`config.mk`:
```
export PLATFORM = sky130hd
export DESIGN_NAME = program_loader
export DESIGN_NICKNAME = d
export VERILOG_FILES = /design/src/rtl/program_loader.sv
export SDC_FILE = /design/constraint.sdc
export NUM_CORES = 1
export LEC_CHECK = 0
export CORE_UTILIZATION = 25
export CTS_CLUSTER_DIAMETER = 100
export DETAILED_ROUTE_END_ITERATION = 12
export PLACE_DENSITY = 0.53
export SLEW_MARGIN = 20
export SYNTH_ARGS = -nofsm -noshare
export SYNTH_HDL_FRONTEND = slang
export SYNTH_SLANG_ARGS = --single-unit
```
`constraint.sdc`:
```
create_clock -name clk -period 2.4 [get_ports clk]
set_input_delay 0.48 -clock clk [delete_from_list [all_inputs] [get_ports clk]]
set_output_delay 0.48 -clock clk [all_outputs]
set_load 0.02 [all_outputs]
```
`src/rtl/program_loader.sv`:
```
// Program loader: lets a host write program words into RAM over the W-bus while
// holding the CPU controller frozen, then restarts the controller at address 0.
module program_loader #(
  parameter int unsigned DATA_W = 8,
  parameter int unsigned ADDR_W = 4
) (
  input  logic              clk,
  input  logic              reset,
  input  logic              load_mode,
  input  logic              wr_valid,
  input  logic [DATA_W-1:0] wr_data,
  output logic              wr_ready,
  input  logic              cpu_mar_load,
  input  logic              cpu_ram_enable,
  output logic              mar_load,
  output logic              ram_enable,
  output logic              ram_write,
  output logic              bus_drive,
  output logic [DATA_W-1:0] bus_data,
  output logic              cpu_hold,
  output logic              cpu_restart,
  output logic [ADDR_W-1:0] load_addr,
  output logic              full
);

  typedef enum logic [2:0] {
    StRun,
    StLdWait,
    StLdAddr,
    StLdData,
    StLdFull
  } state_e;

  state_e            state_q, state_d;
  logic [ADDR_W-1:0] addr_q, addr_d;
  logic [DATA_W-1:0] word_q, word_d;
  logic              full_q, full_d;
  logic              restart_q, restart_d;

  logic              accept;
  logic              last_addr;

  // wr_ready is only ever high in StLdWait, so the handshake reduces to this.
  assign accept    = (state_q == StLdWait) && wr_valid;
  assign last_addr = &addr_q;

  // Next-state and datapath register updates.
  always_comb begin
    state_d   = state_q;
    addr_d    = addr_q;
    word_d    = word_q;
    full_d    = full_q;
    restart_d = 1'b0;

    case (state_q)
      StRun: begin
        if (load_mode) begin
          state_d = StLdWait;
          addr_d  = '0;
          full_d  = 1'b0;
        end
      end
      StLdWait: begin
        // A presented word wins over a concurrent exit request.
        if (accept) begin
          state_d = StLdAddr;
          word_d  = wr_data;
        end else if (!load_mode) begin
          state_d   = StRun;
          restart_d = 1'b1;
        end
      end
      StLdAddr: begin
        state_d = StLdData;
      end
      StLdData: begin
        addr_d = addr_q + ADDR_W'(1);
        if (last_addr) begin
          state_d = StLdFull;
          full_d  = 1'b1;
        end else begin
          state_d = StLdWait;
        end
      end
      StLdFull: begin
        if (!load_mode) begin
          state_d   = StRun;
          restart_d = 1'b1;
        end
      end
      default: begin
        state_d = StRun;
      end
    endcase
  end

  // State and datapath registers with synchronous reset.
  always_ff @(posedge clk) begin
    if (reset) begin
      state_q   <= StRun;
      addr_q    <= '0;
      word_q    <= '0;
      full_q    <= 1'b0;
      restart_q <= 1'b0;
    end else begin
      state_q   <= state_d;
      addr_q    <= addr_d;
      word_q    <= word_d;
      full_q    <= full_d;
      restart_q <= restart_d;
    end
  end

  // Output decode from registered state; only the RUN pass-through is combinational.
  always_comb begin
    wr_ready   = 1'b0;
    mar_load   = 1'b0;
    ram_enable = 1'b0;
    ram_write  = 1'b0;
    bus_drive  = 1'b0;
    bus_data   = '0;
    cpu_hold   = 1'b1;

    case (state_q)
      StRun: begin
        cpu_hold   = 1'b0;
        mar_load   = cpu_mar_load;
        ram_enable = cpu_ram_enable;
      end
      StLdWait: begin
        wr_ready = 1'b1;
      end
      StLdAddr: begin
        bus_drive = 1'b1;
        bus_data  = DATA_W'(addr_q);
        mar_load  = 1'b1;
      end
      StLdData: begin
        bus_drive = 1'b1;
        bus_data  = word_q;
        ram_write = 1'b1;
      end
      StLdFull: begin
        // Held with no handshake until load_mode drops.
      end
      default: begin
        cpu_hold = 1'b1;
      end
    endcase
  end

  assign cpu_restart = restart_q;
  assign load_addr   = addr_q;
  assign full        = full_q;

endmodule

```
# Yosys cells after proc, flatten, opt, wreduce, memory -nomap -nowiden

Index checks and enable logic that the tools add are counted.
Widths: inputs -> output; s select.

Logic and storage cells: 40
Bits in registers: 17
Output and inout bits: 20

Multiplexer cells: 20
Equal/unequal tests: 6
Reduce and logical (&&, ||, !) cells: 8
Add/sub/neg operators: 1

Operators with widths:

| cell                | count |
|---|---|
| $pmux 8 s2          | 1 |
| $pmux 3 s5          | 1 |
| $mux 3              | 4 |
| $mux 1              | 9 |
| $pmux 4 s2          | 1 |
| $eq 3x2->1 const B  | 2 |
| $pmux 1 s2          | 3 |
| $add 4x1->4 const B | 1 |
| $mux 4              | 1 |
| $ne 2x2->1 const B  | 2 |
| $reduce_and 2->1    | 2 |
| $reduce_and 4->1    | 1 |
| $eq 3x1->1 const B  | 1 |
| $eq 3x3->1 const B  | 1 |
| $logic_not 3->1     | 1 |
| $reduce_and 3->1    | 1 |
| $reduce_bool 2->1   | 1 |
| $reduce_or 2->1     | 1 |
| $logic_and 1x1->1   | 1 |

# Logic depth before layout (Yosys ltp)

Gate-level depths: netlist of run 1.

Depth in word-level cells: 4
Gate-level depth with buffers: 5
Mapped depth without buffers: 4

# Worst setup path after synthesis of run 1

OpenSTA, ideal clock, no wires.

Kind: reg2out
Start: register state_q[2]
End: output ram_enable
Buffers on the path: 1
Stages on the path, launching flop included: 4
Path slack: 0.780 ns
Arrival: 1.140 ns
Data required time: 1.920 ns
Cells stage by stage: dfxtp_1 buf_4 nor3_1 and2_1

Cells in the longest elaborated chain, start to end: 2

RTL lines:

| element                | line | RTL |
|---|---|---|
| from (decl)            | 34   | `state_e state_q, state_d;` |
| from (signal assigned) | 100  | `state_q <= StRun;` |
| from (signal assigned) | 106  | `state_q <= state_d;` |
| $logic_not 3->1        | 124  | `case (state_q)` |
| $mux 1                 | 124  |  |
| to (decl)              | 16   | `output logic ram_enable,` |

Every way passes these cells.

# Worst setup path in the final report of run 1

Start: register state_q[2]
End: output bus_data[6]

Cells in the longest elaborated chain, start to end: 2
Elaborated cells on any way between the ends: 3
Those cells by class: eq/ne: 2; mux: 1

RTL lines:

| element      | line | RTL |
|---|---|---|
| $eq 3x2->1   | 124  |  |
| $pmux 8 s2 * | 124  |  |
| to (decl)    | 19   | `output logic [DATA_W-1:0] bus_data,` |

Mark *: on every way between the ends. The rest lies on a longest branch, timed or not.

==> flow_summary.json, run 1 <==
{
  "outcome": "complete, no violations",
  "hold_path.class": "flop to flop",
  "synth_edf_count": 0,
  "port_buffers": 33,
  "synth_cell_types": 30,
  "netlist_top_cells_count": "17 x dfxtp_1, 16 x nor2_1, 13 x mux2i_1, 5 x and2_1, 5 x inv_1",
  "drt-initial-drc-count": 16,
  "clock_latency_ns": 0.29,
  "min_period_ns": 2.22,
  "grt_util_all_layers": 0.119,
  "post-synth-top-count-cell": "dfxtp_1",
  "synth_top_area_cell": "dfxtp_1",
  "postSynthCellCount": 94,
  "async_reset_ff_frac": 0,
  "cts.sinks": 17,
  "antenna_cells": 0,
  "clk_path_buf_depth": 2,
  "overflow": 0,
  "wl_per_cell_um": 11.9,
  "critPathKind": "flop to output port",
  "setup_tns_ns": 0,
  "end_kind": "output port",
  "synth_top_area_frac": 0.403,
  "vias": 793,
  "synth-compound-area-share": 0.113,
  "p_leak_nw": 0.445,
  "die_h_um": 60.1,
  "crit_fanout": 12,
  "synthMuxAreaShare": 0.154,
  "gp_congestion": 0.684,
  "hold_viol": 0,
  "ys_ff_latch": 17,
  "clk_pin_slew_ns": 0.10,
  "rsz0062_at_grt": "false",
  "grt_start_max_net_pins": 13,
  "synthesis.area_um2": 845,
  "grt_pass1_wl_um": 3220,
  "yosysWarnings": 0,
  "clkPwrFrac": 0.281,
  "avgSynthCellArea_um2": 8.98,
  "power_density_nw_per_um2": 446,
  "cts_made_buffers": 3,
  "cp_top_family": "buffers and inverters",
  "die_width_um": 60.1,
  "slew_headroom": 0.733,
  "dr.pass1.iters": 4,
  "grt_pass1_vias": 708,
  "synthSimpleGateAreaFrac": 0.239,
  "vdd_ir_drop_max_mv": 0.250,
  "cp.required_ns": 1.92,
  "synth_top_family_by_area": "simple AND/OR/NAND/NOR gates",
  "h-tree-depth": 1,
  "synth_ff_type": "dfxtp_1",
  "cts_root_buf": "clkbuf_4",
  "p_sw_frac": 0.262,
  "rows": 20,
  "synthTopCellsByArea": "dfxtp_1 40%, mux2i_1 15%, nor2_1 7.1%",
  "power_switching_uw": 147,
  "maxCapViolCount": 0,
  "path_cells": "and3b_2 -> and2_1 -> clkdlybuf4s50_1",
  "path_buf_inv": 1,
  "cpMaxStageDelayCell": "clkdlybuf4s50_1",
  "syn2layout_area_growth_pct": 48.3,
  "antenna_found_initial": 0,
  "finalSetupViolCount": 0,
  "synth_fa_ha_area_frac": 0.0148,
  "fin_hold_ws_ns": 0.480,
  "p_seq_frac": 0.534,
  "yosysSeqAreaShare": 0.403,
  "synth-xor-area-share": 0,
  "start_kind": "flop",
  "routed_wl_um": 2060,
  "dp_hpwl_um": 1580,
  "intPower_uw": 412,
  "syn-num-nets": 109,
  "io_pins": 34,
  "die-area_um2": 3610,
  "cpPeakStageDelay_ns": 0.61,
  "postRouteAntennaNets": 0,
  "worstMarginPinSlew_ns": 0.399,
  "fp.coreArea_um2": 3130,
  "drv_slew": 0,
  "fin_crit_sh": 0.927,
  "drive_gt1_frac": 0.116,
  "fin_skew_ns": 0.00245,
  "fmax_ghz": 0.450,
  "worst_ep_arrival_time_ns": 1.74,
  "vias_per_cell": 4.58,
  "p_comb_frac": 0.186,
  "remaining_drc_errors": 0,
  "cts_tree": "done",
  "finalNetCount": 145,
  "start_util": 0.270
}
cell usage in the layout, fill, tap and decap left out, drive strengths merged:
master and n:
a211oi 1, a221oi 1, ha 1, nor4 1, nand2 2, or3 1, nor2b 1, a21o 1
nor3 4, nor2 16, nor3b 1, and2 5, buf 5, inv 5, clkdlybuf4s50 33, nand3 2
a21oi 4, nand4 1, and3b 1, a2111oi 1, a211o 1, a41oi 1, dfxtp 17, nand2b 3
a311oi 2, and4bb 1, mux2i 13, clkbuf 4
power groups by stage:
stage	logic (mW)	registers [mW]	clock network, mW
after floorplan	0.0572	0.301	0
after global placement	0.104	0.304	0
after detailed placement	0.105	0.304	0
after CTS	0.105	0.298	0.163
after global routing	0.112	0.300	0.177
final	0.104	0.298	0.157
state kept, by name, indices dropped and copies added (netlist names):
register,flops
word_q,8
load_addr,4
state_q,3
cpu_restart,1
full,1
kinds of logic (layout without fill, tap and decap cells):
logic type	Yosys count	after routing
buffers and inverters	12	47
adders and majority gates	1	1
AOI/OAI and AO/OA	12	12
and+or+nand+nor	39	39
DFF	17	17
muxes	13	13
repair_timing:
item / in CTS / in global routing
buffers inserted: 0 / 0
setup endpoints to repair: 0 / 4
gates resized for setup: 0 / 4
hold buffers: 0 / 0
per-stage QoR:
stage	cells	area, µm²	setup slack [ns]	utilization	power (mW)
floorplan	94	845	0.780	-	0.358
CTS	173	1250	0.00562	0.399	0.567
finish	173	1250	0.176	0.400	0.559
detailed placement	169	1220	0.197	0.390	0.409
global route	173	1250	0.0821	0.400	0.589
global placement	169	1220	0.213	0.390	0.408
worst paths after layout:
path / start / to / slack, ns / cells after the start
min reg2reg: full / full / 0.48 / 2
max: state_q[2] / bus_data[6] / 0.18 / 3
min: full / full / 0.48 / 2
max reg2reg: load_addr[0] / full / 0.90 / 4
final cells by class:
cell class	instances	area [µm²]
Sequential cell	17	344
Tap cell	44	55.1
Multi-Input combinational cell	65	440
Fill cell	343	1880
Inverter	5	18.8
Clock buffer	4	26.3
Timing Repair Buffer	38	368
worst min-delay path, stage by stage (launching register included):
cell and delay, ns:
dfxtp_1 0.33, inv_1 0.06, a221oi_2 0.05
routing by layer:
| layer | up-vias | track usage | wire [µm] | part of all wire |
|---|---|---|---|---|
| met5 | - | 0 | 0 | 0 |
| met3 | 3 | 0.0498 | 133 | 0.065 |
| met4 | 0 | 0.0199 | 13 | 0.0063 |
| li1 | 395 | - | - | - |
| met1 | 372 | 0.141 | 947 | 0.46 |
| met2 | 23 | 0.203 | 963 | 0.47 |
Power figures use the tool's default switching activity.
==> run 2, diff against run 1 <==
--- a/config.mk
+++ b/config.mk
@@ -7,6 +7,7 @@
 export LEC_CHECK = 0
 export CORE_UTILIZATION = 25
 export CTS_CLUSTER_DIAMETER = 100
+export CTS_CLUSTER_SIZE = 28
 export DETAILED_ROUTE_END_ITERATION = 12
 export PLACE_DENSITY = 0.53
 export SLEW_MARGIN = 20
==> results of run 2 <==
The final DEF is identical to that of run 1; final timing and power are the same.
